[src/rtl/pll_mon_pkg.sv]
// Shared state encoding, default constants and width helper for the PLL ratio monitor.
package pll_mon_pkg;

    typedef enum logic [1:0] {
        PLL_RST = 2'd0,
        TRAIN   = 2'd1,
        LOCKED  = 2'd2
    } pll_state_e;

    localparam int RATIO_DEF      = 14;
    localparam int TOL_DEF        = 1;
    localparam int TIMEOUT_DEF    = 64;
    localparam int GOOD_COUNT_DEF = 16;
    localparam int RST_CYCLES_DEF = 32;

    function automatic int pll_clog2(input int value);
        int w;
        w = 0;
        for (int i = 0; i < 31; i++) begin
            if ((1 << i) < value) w = i + 1;
        end
        return w;
    endfunction

endpackage

[src/rtl/sync_edge_det.sv]
// Two-flop synchronizer plus a history flop; emits a one-cycle pulse on a rising
// edge of an asynchronous input.
module sync_edge_det (
    input  logic clk,
    input  logic reset_n,
    input  logic i_async,
    output logic o_rise
);

    logic r_sync1, r_sync2, r_sync3;

    always_ff @(posedge clk) begin
        if (!reset_n) begin
            r_sync1 <= 1'b0;
            r_sync2 <= 1'b0;
            r_sync3 <= 1'b0;
        end else begin
            r_sync1 <= i_async;
            r_sync2 <= r_sync1;
            r_sync3 <= r_sync2;
        end
    end

    assign o_rise = r_sync2 & ~r_sync3;

endmodule

[src/rtl/pll_ratio_monitor.sv]
// Lock supervisor for the system PLL: measures reference periods in fast-clock cycles
// and drives pll_reset/locked. Define PLL_MON_PHASE_EN to build the phase counter.
module pll_ratio_monitor
    import pll_mon_pkg::*;
#(
    parameter int RATIO      = RATIO_DEF,
    parameter int TOL        = TOL_DEF,
    parameter int GOOD_COUNT = GOOD_COUNT_DEF,
    parameter int TIMEOUT    = TIMEOUT_DEF,
    parameter int RST_CYCLES = RST_CYCLES_DEF
) (
    input  logic                              clk,
    input  logic                              reset_n,
    input  logic                              ref_clk_i,
    output logic                              pll_reset,
    output logic                              locked,
    output logic [3:0]                        phase,
    output logic [pll_clog2(TIMEOUT+1)-1:0]   period,
    output logic [7:0]                        err_count
);

    localparam int CW = pll_clog2(TIMEOUT + 1);
    localparam int GW = pll_clog2(GOOD_COUNT + 1);
    localparam int RW = pll_clog2(RST_CYCLES + 1);

    localparam logic [CW-1:0] C_TIMEOUT = CW'(TIMEOUT);
    localparam logic [CW-1:0] C_LO      = CW'(RATIO - TOL);
    localparam logic [CW-1:0] C_HI      = CW'(RATIO + TOL);
    localparam logic [GW-1:0] C_GOOD_M1 = GW'(GOOD_COUNT - 1);
    localparam logic [RW-1:0] C_RST_M1  = RW'(RST_CYCLES - 1);

    pll_state_e      r_state, w_next_state;
    logic [CW-1:0]   r_cnt;
    logic [CW-1:0]   r_period;
    logic [RW-1:0]   r_rst_cnt;
    logic [GW-1:0]   r_good;
    logic [7:0]      r_err_count;
    logic            r_first_seen;
    logic            r_locked;
    logic            r_pll_reset;

    logic            w_edge;
    logic [CW-1:0]   w_meas;
    logic            w_meas_ok;
    logic            w_judge;
    logic            w_timeout;
    logic            w_locked_d;
    logic            w_pll_reset_d;
    logic            w_lock_lost;

    sync_edge_det u_ref_edge (
        .clk     (clk),
        .reset_n (reset_n),
        .i_async (ref_clk_i),
        .o_rise  (w_edge)
    );

    // Period ends on the edge cycle itself, hence cnt+1; a saturated counter reads as TIMEOUT.
    assign w_meas    = (r_cnt == C_TIMEOUT) ? C_TIMEOUT : r_cnt + CW'(1);
    assign w_meas_ok = (w_meas >= C_LO) && (w_meas <= C_HI);
    assign w_judge   = w_edge && r_first_seen && (r_state != PLL_RST);
    assign w_timeout = !w_edge && (r_cnt == C_TIMEOUT) && (r_state != PLL_RST);

    always_ff @(posedge clk) begin
        if (!reset_n) r_state <= PLL_RST;
        else          r_state <= w_next_state;
    end

    always_comb begin
        w_next_state = r_state;
        unique case (r_state)
            PLL_RST: if (r_rst_cnt == '0) w_next_state = TRAIN;
            TRAIN: begin
                if (w_timeout)
                    w_next_state = PLL_RST;
                else if (w_judge && w_meas_ok && r_good == C_GOOD_M1)
                    w_next_state = LOCKED;
            end
            LOCKED: if (w_timeout || (w_judge && !w_meas_ok)) w_next_state = PLL_RST;
            default: w_next_state = PLL_RST;
        endcase
    end

    // pll_reset follows the state one cycle late so it rises just after locked falls.
    always_comb begin
        w_locked_d    = (w_next_state == LOCKED);
        w_pll_reset_d = (r_state == PLL_RST);
        w_lock_lost   = (r_state == LOCKED) && (w_next_state == PLL_RST);
    end

    always_ff @(posedge clk) begin
        if (!reset_n) begin
            r_locked     <= 1'b0;
            r_pll_reset  <= 1'b1;
            r_cnt        <= '0;
            r_period     <= '0;
            r_rst_cnt    <= C_RST_M1;
            r_good       <= '0;
            r_first_seen <= 1'b0;
            r_err_count  <= '0;
        end else begin
            r_locked    <= w_locked_d;
            r_pll_reset <= w_pll_reset_d;
            if (r_state == PLL_RST) begin
                r_cnt        <= '0;
                r_good       <= '0;
                r_first_seen <= 1'b0;
                if (r_rst_cnt != '0) r_rst_cnt <= r_rst_cnt - RW'(1);
            end else begin
                r_rst_cnt <= C_RST_M1;
                if (w_edge) begin
                    r_cnt        <= '0;
                    r_first_seen <= 1'b1;
                end else if (r_cnt != C_TIMEOUT) begin
                    r_cnt <= r_cnt + CW'(1);
                end
                // A timeout reports the saturated count as the last period.
                if (w_judge) begin
                    r_period <= w_meas;
                    if (r_state == TRAIN) r_good <= w_meas_ok ? r_good + GW'(1) : '0;
                end else if (w_timeout) begin
                    r_period <= C_TIMEOUT;
                end
            end
            if (w_lock_lost && r_err_count != 8'hFF) r_err_count <= r_err_count + 8'd1;
        end
    end

`ifdef PLL_MON_PHASE_EN
    logic [3:0] r_phase;

    always_ff @(posedge clk) begin
        if (!reset_n)                     r_phase <= 4'd0;
        else if (w_edge)                  r_phase <= 4'd0;
        else if (r_phase == 4'(RATIO-1))  r_phase <= 4'd0;
        else                              r_phase <= r_phase + 4'd1;
    end

    assign phase = r_phase;
`else
    assign phase = 4'd0;
`endif

    assign locked    = r_locked;
    assign pll_reset = r_pll_reset;
    assign period    = r_period;
    assign err_count = r_err_count;

endmodule
[config.mk]
export PLATFORM = sky130hd
export DESIGN_NAME = pll_ratio_monitor
export DESIGN_NICKNAME = d
export VERILOG_FILES = /design/src/rtl/pll_mon_pkg.sv /design/src/rtl/sync_edge_det.sv /design/src/rtl/pll_ratio_monitor.sv
export SDC_FILE = /design/constraint.sdc
export NUM_CORES = 1
export LEC_CHECK = 0
export ABC_AREA = 1
export CORE_AREA = 2 2 83 53
export CTS_CLUSTER_DIAMETER = 50
export DETAILED_ROUTE_END_ITERATION = 8
export DIE_AREA = 0 0 85 55
export PLACE_DENSITY = 0.77
export SLEW_MARGIN = 20
export SYNTH_ARGS = -nofsm -noshare
export SYNTH_HDL_FRONTEND = slang
export SYNTH_HIERARCHICAL = 1
export SYNTH_SLANG_ARGS = --single-unit
export TNS_END_PERCENT = 1
[constraint.sdc]
create_clock -name clk -period 2.31 [get_ports clk]
set_clock_uncertainty 0.05 [all_clocks]
set_input_delay 0.462 -clock clk [delete_from_list [all_inputs] [get_ports clk]]
set_output_delay 0.462 -clock clk [all_outputs]
set_load 0.01 [all_outputs]
=== Word-level counts from Yosys, hierarchy flattened ===
Cells that the tools add are included.

* $add $sub $neg: 4
* $lt $le $gt $ge: 2
* Equal/unequal tests: 7
* Multiplexer cells: 9
* Bitwise operators: 4
* Reductions and logical operators: 24

{| class="wikitable"
|+ Operators with widths
! cell !! count
|-
| 7-bit two-way mux || 3
|-
| 1-bit logical AND || 10
|-
| 8-bit by 1-bit adder with 8-bit output, second input constant || 1
|-
| 2-bit two-way mux || 4
|-
| 8-bit inequality test, second input constant || 1
|-
| 7-bit by 1-bit adder with 7-bit output, second input constant || 1
|-
| 7-bit == test, second input constant || 1
|-
| 7-bit by 4-bit greater-or-equal comparator with 1-bit output, second input constant || 1
|-
| 7-bit by 4-bit <= comparator with 1-bit output, second input constant || 1
|-
| 7-bit inequality test, second input constant || 1
|-
| 6-bit logical NOT || 1
|-
| 2-bit case mux with 3 select lines || 1
|-
| 2-bit AND reduction || 3
|-
| 6-bit nonzero test || 1
|-
| 6-bit by 1-bit subtractor with 6-bit output, second input constant || 1
|-
| 5-bit by 1-bit adder with 5-bit output, second input constant || 1
|-
| 5-bit by 4-bit == test with 1-bit output, second input constant || 1
|-
| 5-bit two-way mux || 1
|-
| 2-bit == test, second input constant || 2
|-
| 2-bit logical NOT || 2
|-
| 2-bit nonzero test || 2
|-
| 1-bit inverter || 3
|-
| 3-bit OR reduction || 1
|-
| 2-bit by 1-bit == test with 1-bit output, second input constant || 1
|-
| other kinds (4) || 5
|}

* Flip-flop bits (word level): 41
* Input port bits: 3
* Output and inout port bits: 21
* Word-level logic and storage cells: 62

=== Depth between registers and ports, before layout ===
Gate-level depths: netlist of the first run.

* Depth in word-level cells: 12
* Mapped depth: 15
* Depth with buffers taken out: 14

=== Modules after synthesis ===
The synthesis of the first run kept the hierarchy.

{| class="wikitable"
|+ By module, submodules not included
! module !! instances !! cells each !! area an instance (µm²) !! sequential area each (µm²)
|-
| pll_ratio_monitor || 1 || 258 || 2,001.9 || 760.7
|-
| sync_edge_det || 1 || 11 || 92.6 || 60.1
|}

=== Worst setup path after synthesis of the first run ===
No wires, ideal clock.

* Path type: reg-to-reg
* Start point: reg r_cnt[0]
* End point: reg r_err_count[2] (netlist: err_count[2])
* Setup time: 0.070 ns
* Arrival time: 1.775 ns
* Data required time: 2.190 ns
* Slack: 0.415 ns
* Cell stages (with the launch flop): 12
* Buffers on the path: 1
* Period minus slack after synthesis: 1.895 ns
* Cell sequence: dfxtp_1 -> inv_2 -> ha_1 -> or2_1 -> nand3_1 -> nor2_1 -> nand4_1 -> nand2_2 -> nand2_4 -> buf_6 -> nand4_1 -> a21oi_1

* Cells in the longest elaborated chain, start to end: 12
* Elaborated cells between the ends (all ways): 20
* Classes of those cells: add/sub (1); order compare (2); eq/ne (1); mux (5); reduce/logical (11)

{| class="wikitable"
|+ RTL lines
! what !! line !! source
|-
| start: declaration || pll_ratio_monitor.sv:33 || <nowiki>logic [CW-1:0] r_cnt;</nowiki>
|-
| start signal: assignment || pll_ratio_monitor.sv:115 || <nowiki>r_cnt <= r_cnt + CW'(1);</nowiki>
|-
| 7-bit by 1-bit adder with 7-bit output or 7-bit == test (tied branches) || pll_ratio_monitor.sv:59, pll_ratio_monitor.sv:62 ||
|-
| 7-bit two-way mux || pll_ratio_monitor.sv:59 || <nowiki>assign w_meas = (r_cnt == C_TIMEOUT) ? C_TIMEOUT : r_cnt + CW'(1);</nowiki>
|-
| 7-bit by 4-bit greater-or-equal comparator with 1-bit output or 7-bit by 4-bit <= comparator with 1-bit output (tied branches) || pll_ratio_monitor.sv:60 || <nowiki>assign w_meas_ok = (w_meas >= C_LO) && (w_meas <= C_HI);</nowiki>
|-
| 1-bit logical AND || pll_ratio_monitor.sv:60 ||
|-
| 1-bit logical AND or 1-bit logical NOT (tied branches) || pll_ratio_monitor.sv:76, pll_ratio_monitor.sv:79 ||
|-
| 1-bit logical AND, on equally long branches || pll_ratio_monitor.sv:76, pll_ratio_monitor.sv:79 ||
|-
| 2-bit two-way mux or 1-bit logical OR (tied branches) || pll_ratio_monitor.sv:76, pll_ratio_monitor.sv:79 ||
|-
| 2-bit two-way mux, on equally long branches || pll_ratio_monitor.sv:74, pll_ratio_monitor.sv:79 ||
|-
| 2-bit case mux with 3 select lines * || pll_ratio_monitor.sv:71 || <nowiki>unique case (r_state)</nowiki>
|-
| 2-bit logical NOT * || pll_ratio_monitor.sv:88 || <nowiki>w_lock_lost = (r_state == LOCKED) && (w_next_state == PLL_RST);</nowiki>
|-
| 1-bit logical AND * || pll_ratio_monitor.sv:88 ||
|-
| 1-bit logical AND * || pll_ratio_monitor.sv:125 || <nowiki>if (w_lock_lost && r_err_count != 8'hFF) r_err_count <= r_err_count + 8'd1;</nowiki>
|-
| end signal: assignment || pll_ratio_monitor.sv:125 ||
|-
| end: declaration || pll_ratio_monitor.sv:37 || <nowiki>logic [7:0] r_err_count;</nowiki>
|}

Every way passes the cells marked *; elsewhere a longest branch is shown, timed or not.
A chain may end at the register's enable or synchronous reset.

=== Worst setup path after layout of the first run ===
* Start point: reg r_cnt[0]
* End point: reg r_err_count[5] (netlist: err_count[5])

Same word-level chain as after synthesis.

==> impl_results.md, run 1 <==
- Outcome: finished, final reports clean
- CTS resizes: 0
- CTS tree: done
- Share of Yosys cell area claimed by the top area cell type: 39.2%
- Routed metal-1 wirelength: 2270 um
- Number of distinct standard cells referenced by the synthesized netlist: 34
- Arrival @ worst endpoint: 2230 ps
- Final period demand of the worst path: 2050 ps
- Type of the setup path with the least slack: flip-flop to flip-flop
- Count of routing violations after the opening detailed-route iteration: 104
- Starting density of the core: 53.1%
- Setup repair after global routing missed its margin: false
- Routability congestion estimate from global placement: 0.890
- Fraction of synthesized cell area in xor and xnor cells: 4.54%
- Horizontal die dimension: 85 um
- Metal3 WL: 241 um
- Count of final max-slew check failures: 0
- Top library cells by usage in the layout, fill and taps aside: 49 x nand2_1, 39 x dfxtp_1, 30 x inv_1
- Filler-free cell count of the finished design: 345
- Power per cell area: 584 mW/mm2
- Count of flip-flops with a built-in enable after synthesis: 0
- Inst Count DP: 337
- Count of pins on the block boundary: 24
- Via total after detailed routing: 1781
- Remaining antenna violation count: 0
- Placed wire-length estimate after detailed placement: 3250 um
- Hold_buf cts: 0
- Highest metal layer with signal wires: met4
- Core area: 0.00394 mm2
- CP Capture Type: flip-flop
- Yosys warns: 6
- Global-route wire length before repair: 6960 um
- Final #Nets: 305
- Initial antenna violation count: 0
- Endpoint required time on the critical path: 2490 ps
- Adder-cell share of the synthesized area: 4.78%
- Die Footprint: 0.00468 mm2
- Post-synthesis cell area: 0.00209 mm2
- Crit start category: flip-flop
- DIE HEIGHT: 55 um
- Routed wirelength normalized by instance count: 12.7 um
- Max-capacitance violation count: 0
- Share of final-layout standard cells stronger than drive strength 1: 15.3%
- Setup violators final: 0
- Clock-pin slew on the worst setup and hold paths: 80 ps
- Synth Area in Simple Gates: 30.9%
- Gate count after technology mapping: 269
- Diode count: 0
- Post-Route Hold Slack: 358 ps
- Wirelength, routed: 4390 um
- Number of clock buffers inserted by TritonCTS: 5
- Mean instance size in the synthesized netlist: 7.79 um2
- Total setup buffers inserted after CTS: 0
- Residual DRC count: 0
- Number of synthesized register bits: 41
- Number of failing hold endpoints at the final stage: 0
- Post-route fraction of the period consumed by the critical path: 88.9%
- Sequential share of the synthesized area: 39.2%
- Library cell used as clock root buffer: clkbuf_8
- Multiplexer share of the synthesized area: 0%
- Maximum number of pins on one net before global-route repair: 19
- Synth Area in Compound Gates: 10.3%
- Standby leakage power: 0.947 nW
- Maximum fanout along the worst path: 11
- Total Negative Setup Slacks: 0 ps
- Top cells by area, synth: dfxtp_1 39%, nand2_1 8.8%, a21oi_1 5.7%
- Clock net sink count: 41
- Maximum VDD drop: 0.422 mV
- Number of iterations in the first detailed-routing pass: 5
- Congestion Overflow GR: 0
- Layout-stage area growth over the synthesis result: 18.0%
- # H-tree levels: 2
- Global-route usage over all layers: 19.4%
- Maximum clock frequency: 487 MHz
- Ys async rst share: 0%
- Bufs on Longest Clock Path: 2
- Post-synth top flop: dfxtp_1
- Vias in the first global route: 1554
- Most common cell after layout, fill and taps aside: nand2_1
- Fin util: 62.7%
- Clock latency at the later pin of the worst-skew pair: 300 ps
- Via/cell ratio: 5.16
- Power after layout: 1.44 mW
- Fillers: 355
- Number of placement rows: 18
- Post-synthesis cell type with the largest combined area: dfxtp_1
- Min-delay worst type: flip-flop to flip-flop
- Met2 wire length: 1820 um
- Combinational family with the most area after synthesis: simple AND/OR/NAND/NOR gates
- PortBufs: 19
[synth_stat cells (2+ instances only)]
master    n
nand2_1  49
nor2_4    2
xor2_1    5
buf_4     4
ha_1      8
nand3_4   2
nand3_1  17
nor2_2    4
nand2_2   4
inv_2     4
buf_6     4
nand3_2   4
xnor2_1   4
dfxtp_1  41
nor3_1    2
nand4_1  11
inv_1    30
nor2_1   30
a21oi_2   2
a21oi_1  24
o21ai_0   5
[per-stage QoR]
stage          area [um2]  setup WS (ps)
6_report             2470            257
5_1_grt              2470           69.9
4_1_cts              2450           30.1
3_5_place_dp         2310           50.0
3_3_place_gp         2310            198
2_1_floorplan        2110            415
[cell type report]
type	count	area (um2)	share of cell area (%)
clock buffer	5	68.8	2.78
multi-input combinational	188	1100	44.4
sequential	41	823	33.3
inverter	34	128	5.16
tap	50	62.6	2.53
timing repair buffer	24	228	9.22
clock inverter	3	65.1	2.63
[sequential cells by signal, summed over array words and instances (netlist names)]
signal	flops
locked	1
pll_reset	1
r_cnt	7
r_state	2
period	7
u_ref_edge/r_sync1	1
u_ref_edge/r_sync2	1
err_count	8
r_rst_cnt	6
u_ref_edge/r_sync3	1
r_good	5
r_first_seen	1
[worst paths after layout]
kind / start / endpoint / slack, ps / depth (start not counted)
worst max register to register: r_cnt[0] / err_count[5] / 260 / 11
worst max-delay path: r_cnt[0] / err_count[5] / 260 / 11
worst min-delay path: u_ref_edge/r_sync1 / u_ref_edge/r_sync2 / 360 / 2
worst min register to register: u_ref_edge/r_sync1 / u_ref_edge/r_sync2 / 360 / 2
[logic make-up (layout without fill, tap and decap cells)]
group / after synthesis / in the layout
buf+inv: 43 / 66
fa+ha+maj: 8 / 8
flops: 41 / 41
xor+xnor: 10 / 10
other cells: 1 / 4
compound gates: 37 / 37
simple gates: 129 / 129
[metal layers]
metal / up-vias / track usage, %
li1: 909 / -
met1: 816 / 26.0
met2: 48 / 30.1
met3: 8 / 5.34
met4: 0 / 7.94
met5: - / 0
[report_power, final]
part	switching (mW)	internal, mW
Clock	0.262	0.429
Combinational	0.0238	0.0120
Sequential	0.00322	0.713
[worst max-delay path: stages (launching register included)]
cell	delay, ps
dfxtp_2	380
inv_2	90
ha_2	390
or2_1	120
nand3_1	80
nor2_1	120
nand4_1	170
nand2_2	140
nand2_4	110
nand3_4	130
nand2_1	70
a21oi_1	130
Power figures use the tool's default switching activity.
==> run 2: changes to the inputs <==
--- a/config.mk
+++ b/config.mk
@@ -5,12 +5,14 @@
 export SDC_FILE = /design/constraint.sdc
 export NUM_CORES = 1
 export LEC_CHECK = 0
-export ABC_AREA = 1
-export CORE_AREA = 2 2 83 53
+export ABC_AREA = 0
+export CELL_PAD_IN_SITES_DETAIL_PLACEMENT = 0
+export CELL_PAD_IN_SITES_GLOBAL_PLACEMENT = 1
+export CORE_AREA = 2 2 94 60
 export CTS_CLUSTER_DIAMETER = 50
 export DETAILED_ROUTE_END_ITERATION = 8
-export DIE_AREA = 0 0 85 55
-export PLACE_DENSITY = 0.77
+export DIE_AREA = 0 0 96 62
+export PLACE_DENSITY_LB_ADDON = 0.1
 export SLEW_MARGIN = 20
 export SYNTH_ARGS = -nofsm -noshare
 export SYNTH_HDL_FRONTEND = slang
==> run 2 against run 1 <==
  * Routed wire length decreased by 3.8%
  * Hold slack gained 21 ps
  * Critical path type unchanged
  * Critical endpoint is now err_count[7]
  * Synthesized cell count decreased by 15%
  * Highest routed layer unchanged
==> impl_results.md, run 2 <==
- Outcome: finished, final reports clean
- Number of flip-flops under the largest register name: 8
- Wirelength, routed: 4220 um
- CTS tree: done
- Post-Route Hold Slack: 379 ps
- Remaining antenna violation count: 0
- Number of synthesized register bits: 41
- Combinational family with the most area after synthesis: simple AND/OR/NAND/NOR gates
- Synth Area in Compound Gates: 16.1%
- Global-route wire length before repair: 6830 um
- Hold_buf cts: 0
- Maximum VDD drop: 0.243 mV
- Standby leakage power: 0.912 nW
- Top library cells by usage in the layout, fill and taps aside: 40 x dfxtp_1, 24 x nand2_1, 22 x nor2_1
- Multiplexer share of the synthesized area: 4.41%
- Congestion Overflow GR: 0
- Count of pins on the block boundary: 24
- # H-tree levels: 2
- Setup violators final: 0
- Max-capacitance violation count: 0
- Min-delay worst type: flip-flop to flip-flop
- CTS resizes: 0
- Residual DRC count: 0
- Top cells by area, synth: dfxtp_1 40%, ha_1 4.8%, nand2_1 4.3%
- Launching instance or port of the critical path: r_cnt[0]
- Number of clock buffers inserted by TritonCTS: 5
- Diode count: 0
- Yosys warns: 6
- Number of iterations in the first detailed-routing pass: 4
- Number of failing hold endpoints at the final stage: 0
- Count of flip-flops with a built-in enable after synthesis: 0
- Maximum clock frequency: 456 MHz
- Mean instance size in the synthesized netlist: 9.09 um2
- Adder-cell share of the synthesized area: 4.83%
- CP peak stage delay: 440 ps
- Crit path depth: 8
- Count of routing violations after the opening detailed-route iteration: 77
- Highest metal layer with signal wires: met4
- Routability congestion estimate from global placement: 0.835
- Total setup buffers inserted after CTS: 0
- Most instantiated library cell after synthesis: dfxtp_1
- Multi-input gate area: 0.00111 mm2
- Horizontal die dimension: 96 um
- Starting density of the core: 39.7%
- Ys async rst share: 0%
- Synth Area in Simple Gates: 23.4%
- Clock latency at the later pin of the worst-skew pair: 300 ps
- Share of final-layout standard cells stronger than drive strength 1: 11.3%
- Vias in the first global route: 1368
- Kind of cell adding the most delay to the critical path: simple AND/OR/NAND/NOR gates
- Final #Nets: 267
- Crit start category: flip-flop
- Layout-stage area growth over the synthesis result: 20.0%
- Count of final max-slew check failures: 0
- Post-synth top cells: 41 x dfxtp_1, 24 x nand2_1, 22 x nor2_1
- CP max stage cell: or3b_2
- Placed wire-length estimate after detailed placement: 3080 um
- Metal3 WL: 143 um
- Global-route usage over all layers: 15.5%
- Library cell used as clock root buffer: clkbuf_8
- CP Capture Type: flip-flop
- PortBufs: 19
- Reg-to-reg critical path startpoint: r_cnt[0]
- Number of placement rows: 21
- Setup slack on the worst flop-to-flop path: 120 ps
- Power after layout: 1.44 mW
- Routed metal-1 wirelength: 2490 um
- Core area: 0.00523 mm2
- Critical path destination: err_count[7]
- Cells traversed along the worst timing path: inv_1 -> ha_1 -> or3b_2 -> o2111ai_1 -> nor4b_4 -> buf_12 -> a2111oi_4 -> mux2i_1
- Arrival @ worst endpoint: 2370 ps
- Post-route fraction of the period consumed by the critical path: 94.9%
- Number of distinct standard cells referenced by the synthesized netlist: 51
- Fraction of synthesized cell area in xor and xnor cells: 3.80%
- Register cell area after layout: 822 um2
- Clock-pin slew on the worst setup and hold paths: 80 ps
- Most common cell after layout, fill and taps aside: dfxtp_1
- Post-synthesis cell area: 0.00207 mm2
- Inst Count DP: 318
- Post-synthesis cell type with the largest combined area: dfxtp_1
- Type of the setup path with the least slack: flip-flop to flip-flop
- End of the worst register-to-register path: err_count[7]
- Bufs on Longest Clock Path: 2
- Post-synth top flop: dfxtp_1
- Gate count after technology mapping: 228
- Final period demand of the worst path: 2190 ps
- Met2 wire length: 1530 um
- Via total after detailed routing: 1597
- Power per cell area: 580 mW/mm2
- Setup repair after global routing missed its margin: false
- Clock net sink count: 41
- DIE HEIGHT: 62 um
- Total buffers and inverters traversed by the critical path: 2
- Endpoint required time on the critical path: 2490 ps
- Headroom to the max-slew limit: 58.1%
- Sequential share of the synthesized area: 39.6%
- Maximum number of pins on one net before global-route repair: 21
- Maximum fanout along the worst path: 17
- Fillers: 512
- Die Footprint: 0.00595 mm2
- Slew @ Worst Pin: 628 ps
- Total Negative Setup Slacks: 0 ps
- Length in cells of the worst reg-to-reg path: 8
- Share of Yosys cell area claimed by the top area cell type: 39.6%
- Routed wirelength normalized by instance count: 13.0 um
- Fin util: 47.6%
- Filler-free cell count of the finished design: 326
- Initial antenna violation count: 0
- Via/cell ratio: 4.90
[run 2: changes by cell type in the layout (fill, tap and decap cells not counted), moves of 5 or more]
cell / delta
a21oi_1: -16
and2_1: +5
buf_4: +5
inv_1: -16
mux2i_1: +8
nand2_1: -25
nand2b_1: +7
nand4_1: -10
nor2_1: -7
nor2_2: -5
nor3_1: +7
[run 2: cell families (layout without fill, tap and decap cells)]
| logic type | count (synthesis) | in the layout |
|---|---|---|
| compound gates | 40 | 40 |
| fa+ha+maj | 8 | 8 |
| flops | 41 | 41 |
| xor+xnor | 9 | 9 |
| mux | 9 | 9 |
| simple gates | 94 | 94 |
| other cells | 1 | 4 |
| buf+inv | 26 | 52 |
[run 2: layer usage]
metal | track usage (%) | up-vias
met5 | 0 | -
met4 | 6.73 | 0
met3 | 4.34 | 8
met2 | 18.6 | 20
met1 | 24.6 | 728
li1 | - | 841
[run 2: cell type report]
class	count	share of cell area (%)
Clock inverter	3	2.61
Sequential cell	41	33.0
Multi-Input combinational cell	164	44.5
Tap cell	69	3.47
Inverter	14	2.11
Clock buffer	5	2.77
Timing Repair Buffer	30	11.5
[run 2: through the flow]
step	instance area (um2)	setup slack, ps
after floorplan	2080	69.2
after global placement	2350	131
after detailed placement	2350	96.6
after CTS	2480	71.2
after global routing	2490	7.70
final	2490	117
[run 2: worst min path at each step]
stage | cells after the start | slack [ps] | endpoint | start
final | 1 | 380 | u_ref_edge/r_sync2 | u_ref_edge/r_sync1
after global routing | 1 | 410 | u_ref_edge/r_sync2 | u_ref_edge/r_sync1
after CTS | 1 | 380 | u_ref_edge/r_sync2 | u_ref_edge/r_sync1
after detailed placement | 1 | 360 | u_ref_edge/r_sync2 | u_ref_edge/r_sync1
after global placement | 1 | 360 | u_ref_edge/r_sync2 | u_ref_edge/r_sync1
after floorplan | 1 | 360 | u_ref_edge/r_sync2 | u_ref_edge/r_sync1
[run 2: power breakdown]
part | leakage (nW) | switching (mW) | internal (mW) | total (mW)
Sequential | 0.332 | 0.00389 | 0.712 | 0.716
Combinational | 0.512 | 0.0237 | 0.0170 | 0.0407
Clock | 0.0681 | 0.257 | 0.429 | 0.686
==> run 3: changes to the inputs <==
--- a/config.mk
+++ b/config.mk
@@ -9,9 +9,11 @@
 export CELL_PAD_IN_SITES_DETAIL_PLACEMENT = 0
 export CELL_PAD_IN_SITES_GLOBAL_PLACEMENT = 1
 export CORE_AREA = 2 2 94 60
+export CTS_BUF_LIST = sky130_fd_sc_hd__clkbuf_4 sky130_fd_sc_hd__clkbuf_8 sky130_fd_sc_hd__clkbuf_16
 export CTS_CLUSTER_DIAMETER = 50
 export DETAILED_ROUTE_END_ITERATION = 8
 export DIE_AREA = 0 0 96 62
+export MAX_ROUTING_LAYER = met4
 export PLACE_DENSITY_LB_ADDON = 0.1
 export SLEW_MARGIN = 20
 export SYNTH_ARGS = -nofsm -noshare
==> run 3 against run 2 <==
  * Utilization did not move
  * Fmax hardly changed
  * Sequential power about the same
  * Register-to-register slack hardly changed
  * Sequential cell count unchanged
  * Count of clock-buffer cells in the layout unchanged
  * Via count hardly changed
  * Critical path depth is the same
  * Non-clock buffer count stayed put
  * Clock power about the same
  * Critical path type unchanged
  * Largest cell class unchanged
==> impl_results.md, run 3 (same netlist as run 2, synthesis figures left out) <==
- Outcome: finished, final reports clean
- CTS tree: done
- Via total after detailed routing: 1596
- PortBufs: 19
- Post-route fraction of the period consumed by the critical path: 94.9%
- Type of the setup path with the least slack: flip-flop to flip-flop
- Via/cell ratio: 4.90
- Cells traversed along the worst timing path: inv_1 -> ha_1 -> or3b_2 -> o2111ai_1 -> nor4b_4 -> buf_12 -> a2111oi_4 -> mux2i_1
- Crit start category: flip-flop
- Arrival @ worst endpoint: 2370 ps
- Maximum number of pins on one net before global-route repair: 21
- Setup repair after global routing missed its margin: false
- Count of final max-slew check failures: 0
- Clock-pin slew on the worst setup and hold paths: 80 ps
- Maximum fanout along the worst path: 17
- Number of flip-flops under the largest register name: 8
- Bufs on Longest Clock Path: 2
- CP peak stage delay: 440 ps
- Power per cell area: 580 mW/mm2
- Most Used Layer, Global Route: met1
- Number of placement rows: 21
- # H-tree levels: 2
- Kind of cell adding the most delay to the critical path: simple AND/OR/NAND/NOR gates
- Vias in the first global route: 1368
- Horizontal die dimension: 96 um
- Remaining antenna violation count: 0
- Congestion Overflow GR: 0
- DIE HEIGHT: 62 um
- Routed wirelength normalized by instance count: 13.0 um
- Number of iterations in the first detailed-routing pass: 4
- Die Footprint: 0.00595 mm2
- Total buffers and inverters traversed by the critical path: 2
- Maximum clock frequency: 456 MHz
- Global-route track usage on met2: 18.6%
- CP max stage cell: or3b_2
- Setup violators final: 0
- Global-route wire length before repair: 6830 um
- Count of pins on the block boundary: 24
- Final #Nets: 267
- Routability congestion estimate from global placement: 0.847
- Starting density of the core: 39.7%
- Number of clock buffers inserted by TritonCTS: 5
- CP Capture Type: flip-flop
- Setup slack on the worst flop-to-flop path: 120 ps
- Number of failing hold endpoints at the final stage: 0
- Standby leakage power: 0.912 nW
- Setup slack after placement: 96.6 ps
- Crit path setup slack, layout: 117 ps
- Slew @ Worst Pin: 628 ps
- Clock latency at the later pin of the worst-skew pair: 300 ps
- Fraction of met1 tracks used by global routing: 24.6%
- Total Negative Setup Slacks: 0 ps
- Global-route usage over all layers: 16.0%
- Core area: 0.00523 mm2
- Headroom to the max-slew limit: 58.1%
- Initial antenna violation count: 0
- Maximum VDD drop: 0.243 mV
- Min-delay worst type: flip-flop to flip-flop
- Share of final-layout standard cells stronger than drive strength 1: 11.3%
- Final period demand of the worst path: 2190 ps
- Count of routing violations after the opening detailed-route iteration: 77
- Clock net sink count: 41
- Layout-stage area growth over the synthesis result: 20.0%
- Endpoint required time on the critical path: 2490 ps
- Diode count: 0
- Placed wire-length estimate after detailed placement: 3080 um
- Fillers: 512
- Max-capacitance violation count: 0
- Top library cells by usage in the layout, fill and taps aside: 40 x dfxtp_1, 24 x nand2_1, 22 x nor2_1
- Library cell used as clock root buffer: clkbuf_8
- Residual DRC count: 0
- Global Route met3 Usage: 4.34%
- Post-Route Hold Slack: 379 ps
- Wirelength, routed: 4230 um
- Most common cell after layout, fill and taps aside: dfxtp_1
[run 3: worst register-to-register path: stages, from the launching register on]
cell and delay [ps]:
dfxtp_1 340, inv_1 80, ha_1 300, or3b_2 440
o2111ai_1 140, nor4b_4 100, buf_12 170, a2111oi_4 290
mux2i_1 210
[run 3: final cells by class]
type	instances	area [um2]	share of cell area (%)
sequential	41	822	33.0
timing repair buffer	30	285	11.5
clock buffer	5	68.8	2.77
clock inverter	3	65.1	2.61
multi-input combinational	164	1110	44.5
inverter	14	52.6	2.11
tap	69	86.3	3.47
[run 3: report_power, final]
part           leakage [nW]  switching, mW  internal (mW)
combinational         0.512         0.0237         0.0170
sequential            0.332        0.00390          0.712
clock                0.0681          0.257          0.429
[run 3: timing repair]
item | CTS | global route
buffers inserted | 0 | 0
hold buffers | 0 | 0
endpoints found under the hold margin | 0 | 0
setup endpoints to repair | 0 | 6
resized for setup | 0 | 2
[run 3: final timing paths]
check / end / depth (start not counted) / from
setup / recovery: err_count[7] / 8 / r_cnt[0]
hold / removal: u_ref_edge/r_sync2 / 1 / u_ref_edge/r_sync1
setup reg to reg: err_count[7] / 8 / r_cnt[0]
hold reg to reg: u_ref_edge/r_sync2 / 1 / u_ref_edge/r_sync1
[run 3: metal layers]
layer,vias to the layer above,wire (um),part of all wire (%)
met3,8,131,3.1
met2,18,1520,36
li1,841,-,-
met1,729,2500,59
met5,-,0,0
met4,0,68,1.6
[run 3: metrics by stage]
step / area, um2 / cells / util (%) / power (mW)
floorplan: 2080 / 231 / - / 0.767
global placement: 2350 / 318 / 44.9 / 0.774
detailed placement: 2350 / 318 / 44.9 / 0.774
CTS: 2480 / 326 / 47.5 / 1.46
global route: 2490 / 326 / 47.6 / 1.51
finish: 2490 / 326 / 47.6 / 1.44
